`src/rtl/pixel_write_sink.sv`:
```
// Pixel write sink: clips the sprite plot stream, queues pixels in a FIFO and
// drains them to the framebuffer, with a full-screen clear sweep.
module pixel_write_sink #(
   parameter int         SCREEN_W   = 160,
   parameter int         SCREEN_H   = 120,
   parameter int         ADDR_W     = 15,
   parameter int         FIFO_DEPTH = 16,
   parameter logic [2:0] BG_COLOR   = 3'b000
) (
   input  logic              clk,
   input  logic              reset_n,
   input  logic              plot_in,
   input  logic [9:0]        x_in,
   input  logic [9:0]        y_in,
   input  logic [2:0]        color_in,
   input  logic              clear_req,
   output logic              fb_we,
   output logic [ADDR_W-1:0] fb_addr,
   output logic [2:0]        fb_data,
   output logic              busy,
   output logic              clearing,
   output logic              clear_done,
   output logic              overflow,
   output logic [7:0]        clip_count
);

   localparam int NPIX  = SCREEN_W * SCREEN_H;
   localparam int PTR_W = $clog2(FIFO_DEPTH);
   localparam int CNT_W = PTR_W + 1;
   localparam int CLR_W = ADDR_W + 1;

   typedef enum logic [1:0] {S_IDLE, S_DRAIN, S_CLEAR} state_t;

   typedef struct packed {
      logic [ADDR_W-1:0] addr;
      logic [2:0]        color;
   } entry_t;

   state_t            state;
   entry_t            mem [FIFO_DEPTH];
   logic [PTR_W-1:0]  wr_ptr;
   logic [PTR_W-1:0]  rd_ptr;
   logic [CNT_W-1:0]  count;
   logic [CNT_W-1:0]  count_next;
   logic [CLR_W-1:0]  clear_ptr;

   logic              clipped;
   logic [ADDR_W-1:0] pix_addr;
   logic              clear_entry;
   logic              accept;
   logic              fifo_full;
   logic              push;
   logic              pop;

   assign clipped     = (int'(x_in) >= SCREEN_W) || (int'(y_in) >= SCREEN_H);
   assign pix_addr    = ADDR_W'(32'(y_in) * 32'(SCREEN_W) + 32'(x_in));
   assign clear_entry = clear_req && (state != S_CLEAR);
   // A plot arriving on the clear-entry edge belongs to the frame being erased.
   assign accept      = plot_in && !clipped && !clear_entry;
   assign fifo_full   = (count == CNT_W'(FIFO_DEPTH));
   assign push        = accept && !fifo_full;
   assign pop         = (state == S_DRAIN) && (count != '0) && !clear_entry;

   assign busy     = (state != S_IDLE) || (count != '0);
   assign clearing = (state == S_CLEAR);

   always_comb begin
      count_next = count;
      if (clear_entry)
         count_next = '0;
      else
         count_next = count + CNT_W'(push) - CNT_W'(pop);
   end

   // NOTE: FIFO storage has no reset; an entry is only read after it was written.
   always_ff @(posedge clk) begin
      if (push)
         mem[wr_ptr] <= '{addr: pix_addr, color: color_in};
   end

   // NOTE: sequential state uses non-blocking assignments so every register
   // sees the pre-edge values of the others.
   always_ff @(posedge clk) begin
      if (!reset_n) begin
         state      <= S_IDLE;
         wr_ptr     <= '0;
         rd_ptr     <= '0;
         count      <= '0;
         clear_ptr  <= '0;
         fb_we      <= 1'b0;
         fb_addr    <= '0;
         fb_data    <= '0;
         clear_done <= 1'b0;
         overflow   <= 1'b0;
         clip_count <= '0;
      end else begin
         fb_we      <= 1'b0;
         clear_done <= 1'b0;
         count      <= count_next;

         if (push)
            wr_ptr <= wr_ptr + PTR_W'(1);

         if (pop) begin
            rd_ptr  <= rd_ptr + PTR_W'(1);
            fb_we   <= 1'b1;
            fb_addr <= mem[rd_ptr].addr;
            fb_data <= mem[rd_ptr].color;
         end

         if (clear_entry)
            overflow <= 1'b0;
         else if (accept && fifo_full)
            overflow <= 1'b1;

         if (plot_in && clipped && !clear_entry && clip_count != 8'hFF)
            clip_count <= clip_count + 8'd1;

         case (state)
            S_IDLE: begin
               if (count != '0)
                  state <= S_DRAIN;
            end
            S_DRAIN: begin
               if (count == '0)
                  state <= S_IDLE;
            end
            S_CLEAR: begin
               // Terminal cycle after the last write: no write, just the done pulse.
               if (clear_ptr == CLR_W'(NPIX)) begin
                  clear_ptr  <= '0;
                  clear_done <= 1'b1;
                  state      <= (count_next != '0) ? S_DRAIN : S_IDLE;
               end else begin
                  fb_we     <= 1'b1;
                  fb_addr   <= clear_ptr[ADDR_W-1:0];
                  fb_data   <= BG_COLOR;
                  clear_ptr <= clear_ptr + CLR_W'(1);
               end
            end
            default: state <= S_IDLE;
         endcase

         // The entry edge already issues the write of address 0.
         if (clear_entry) begin
            state     <= S_CLEAR;
            wr_ptr    <= '0;
            rd_ptr    <= '0;
            fb_we     <= 1'b1;
            fb_addr   <= '0;
            fb_data   <= BG_COLOR;
            clear_ptr <= CLR_W'(1);
         end
      end
   end

endmodule

```
`config.mk`:
```
export PLATFORM = sky130hd
export DESIGN_NAME = pixel_write_sink
export DESIGN_NICKNAME = d
export VERILOG_FILES = /design/src/rtl/pixel_write_sink.sv
export SDC_FILE = /design/constraint.sdc
export NUM_CORES = 1
export LEC_CHECK = 0
export CORE_MARGIN = 10
export CORE_UTILIZATION = 45
export CTS_BUF_LIST = sky130_fd_sc_hd__clkbuf_8
export DETAILED_ROUTE_END_ITERATION = 10
export DONT_BUFFER_PORTS = 1
export GPL_TIMING_DRIVEN = 0
export PLACE_DENSITY = 0.64
export SLEW_MARGIN = 25
export SYNTH_ARGS = -nofsm -noshare
export SYNTH_HDL_FRONTEND = slang
export SYNTH_SLANG_ARGS = --single-unit
```
`constraint.sdc`:
```
create_clock -name clk -period 4.7 [get_ports clk]
set_clock_uncertainty 0.1 [all_clocks]
set_input_delay 1.175 -clock clk [delete_from_list [all_inputs] [get_ports clk]]
set_output_delay 1.175 -clock clk [all_outputs]
set_load 0.01 [all_outputs]
```
==> reports/qor.csv <==
metric,value,unit
status,finished clean,
p_int,4840,uW
syn_inst,887,
wirelength,32700,um
period_minus_slack,4.15,ns
die_h,200,um
first_pass_iters,5,
wl_per_cell,22.7,um
rsz0062_at_grt,false,
power_density,377,mW/mm^2
leakage,0.00532,uW
hold_violations,0,
p_seq_share,56.3,%
initial_core_util,45.9,%
p_comb_share,5.3,%
critical_path.cell_chain,nor3_1 -> nand4_1 -> nor3_2 -> inv_1 -> ha_1 -> inv_1 -> ha_1 -> inv_1 -> fa_1 -> nand2b_1 -> a21oi_1 -> nor2_1 -> xnor2_1 -> o311ai_0 -> a21oi_1,
min_to,clear_ptr[10],
max_freq,241,MHz
hold_buffers,0,
grt_max_degree,19,
ff2ff_path_depth,17,
setup.worst_path.start_class,input pin,
reg2reg_from,count[3],
ys_ff_latch,352,
min_from,clear_ptr[10],
final_util,52.2,%
min_path_type,register to register,
synthesis.area_per_instance,16.5,sq um
synth.most_common_cell,edfxtp_1,
clkPwrFrac,38.4,%
swShare,22.7,%
cts-buffers-inserted,56,
post_cts_resized,0,
slew_violations,0,
ys_top_cells_by_count,"edfxtp_1 (288), nor2_1 (80), mux4_2 (75), dfxtp_1 (64), mux2i_1 (35)",
via_count,8020,
post-route-period-util,88.3,%
dp_hpwl,22300,um
cts_tree,done,
ys.flop_type,edfxtp_1,
ir_drop,0.271,mV
grt_overflow,0,
htreeDepth,2,
area_growth,13.8,%
final_nets,1026,
worstSetupPathType,input pin to register,
antenna_left,0,
cp-end-kind,register,
syn_area,0.0146,sq mm
synthArstFlopShare,0,%
r2r-end,state[0],
stdcell_area,0.0166,sq mm
hold-path-cell-count,2,
arrival,4.52,ns
ys_warn_count,0,
path_buf_inv,3,
post_cts_buffers,0,
cp_slowest_stage_delay,0.67,ns
drive_gt1_share,22.3,%
antenna_found_initial,0,
dieArea,0.0400,sq mm
worstMarginPinSlew,0.945,ns
grt_pass1_wl,49800,um
coreArea,0.0318,sq mm
diodes,0,
synth_top_cell_by_area,edfxtp_1,
setup_viol,0,
root_buffer,clkbuf_8,
synth_edf_count,288,
clock-sinks,352,
grt_pass1_vias,8161,
die_w,200,um
gp_congestion,0.830,
synth_top_area_share,59.2,%
path_max_fanout,8,
synthesis.nets,949,
rows,65,
via_per_inst,5.57,
crit_path_top_delay_cell,nor3_2,
p_sw,1420,uW
synthTopCellsByArea,"edfxtp_1 (59%), mux4_2 (12%), dfxtp_1 (8.8%)",
placed_area,0.0156,sq mm
path_clk_slew,0.06,ns
ioPinCount,58,
synth_cell_types,60,
crit_required,5.07,ns
cap_violations,0,
power.total,6270,uW
grt_usage,16.2,%
clk_path_buf_depth,3,
rrSetupSlack,1.09,ns
drc,0,
critPathTopFamily,simple AND/OR/NAND/NOR gates,
ys_seq_area_share,68.0,%
drtIter0Drc,573,
max_slew_margin,37.0,%
clk_latency,0.61,ns
crit_top_cell,inv_1,
port_buffers,0,
[logic make-up (layout without fill, tap and decap cells)]
logic type	after synthesis	after routing	share of synthesized area, %
DFF	352	352	68.0
and+or+nand+nor	195	195	6.77
xor gates and xnor gates	28	28	1.68
muxes	110	110	14.0
AOI/OAI and AO/OA	99	99	4.31
buffers and inverters	68	187	2.09
adders and majority gates	35	35	3.15
[power groups by stage]
stage | sequential [uW] | clock [uW] | combinational [uW]
2_1_floorplan | 3590 | 0 | 206
3_3_place_gp | 3600 | 0 | 299
3_5_place_dp | 3590 | 0 | 323
4_1_cts | 3530 | 2450 | 324
5_1_grt | 3530 | 2610 | 368
6_report | 3530 | 2410 | 332
[metal layers]
layer	global-route usage, %	up-vias	routed length, um
met5	0	-	0
met4	5.18	0	685
met3	4.34	53	2550
met2	25.3	276	15500
met1	21.5	4083	14000
li1	-	3608	-
[cells in the final DEF, fill, tap and decap left out, types with 4 or more instances in the layout]
cell type  synthesis  layout
xor2_1            10       7
nand2_1           26      26
clkinv_1           0      12
nor3_1            22      18
nand3b_1           4       4
nor2_4             0      12
inv_1             28      50
and2_1             4       4
a211oi_1          11      11
o21ai_1            6       6
nor2_2             3       4
ha_1              32      32
xnor2_1           18      14
mux2i_1           35      35
dfxtp_1           64      64
nand3_1            8       8
o21ai_0           31      31
nand4_1           11      11
clkbuf_1          15      15
nor2b_1            4       4
and3_1             4       4
a21oi_1           25      25
nand2b_1           7       7
xnor2_2            0       4
mux4_2            75      75
nor3_2             5       9
a211oi_2           7       7
nor2_1            80      67
buf_1              5       5
buf_4              2      14
buf_2             12      12
clkbuf_8           0      58
edfxtp_1         288     288
buf_16             0       7
[registers in the layout (all words and copies together), names as in the netlist, named ones only]
| signal | count |
|---|---|
| mem | 288 |
| overflow | 1 |
| wr_ptr | 4 |
| clear_ptr | 16 |
| fb_data | 3 |
| state | 2 |
| clear_done | 1 |
| fb_we | 1 |
| rd_ptr | 4 |
| count | 5 |
| fb_addr | 15 |
| clip_count | 8 |
[how the worst max path moves through the flow]
stage | startpoint | endpoint | slack (ns) | depth (start not counted)
floorplan | y_in[7] | state[0] | 0.73 | 15
global placement | x_in[6] | mem[1][5] | -1.49 | 5
detailed placement | x_in[6] | state[0] | -0.07 | 15
CTS | x_in[6] | state[0] | 0.56 | 15
global route | y_in[7] | state[0] | 0.22 | 15
finish | y_in[7] | state[0] | 0.55 | 15
[tightest hold or removal path: stages (launching register included)]
cell,delay (ns)
dfxtp_1,0.33
nand2_1,0.06
a21oi_1,0.05
[area by class of cell]
class | instances | area, sq um
fillers | 2600 | 15200
flip-flops and latches | 352 | 9930
multi-input cells | 467 | 4530
clock buffers | 58 | 798
well taps | 435 | 544
repair buffers | 19 | 283
clock inverters | 42 | 226
plain buffers | 38 | 193
inverters | 30 | 113
[through the flow]
step                      hold WS [ns]  worst slack [ns]  setup TNS, ns  instances
final                            0.393             0.551              0       1441
after global routing             0.417             0.218              0       1441
after CTS                        0.397             0.558              0       1441
after detailed placement         0.389           -0.0705        -0.0705       1341
after global placement           0.374             -1.49        -155.84       1322
after floorplan                  0.353             0.728              0        887
(Power assumes the default switching activity.)
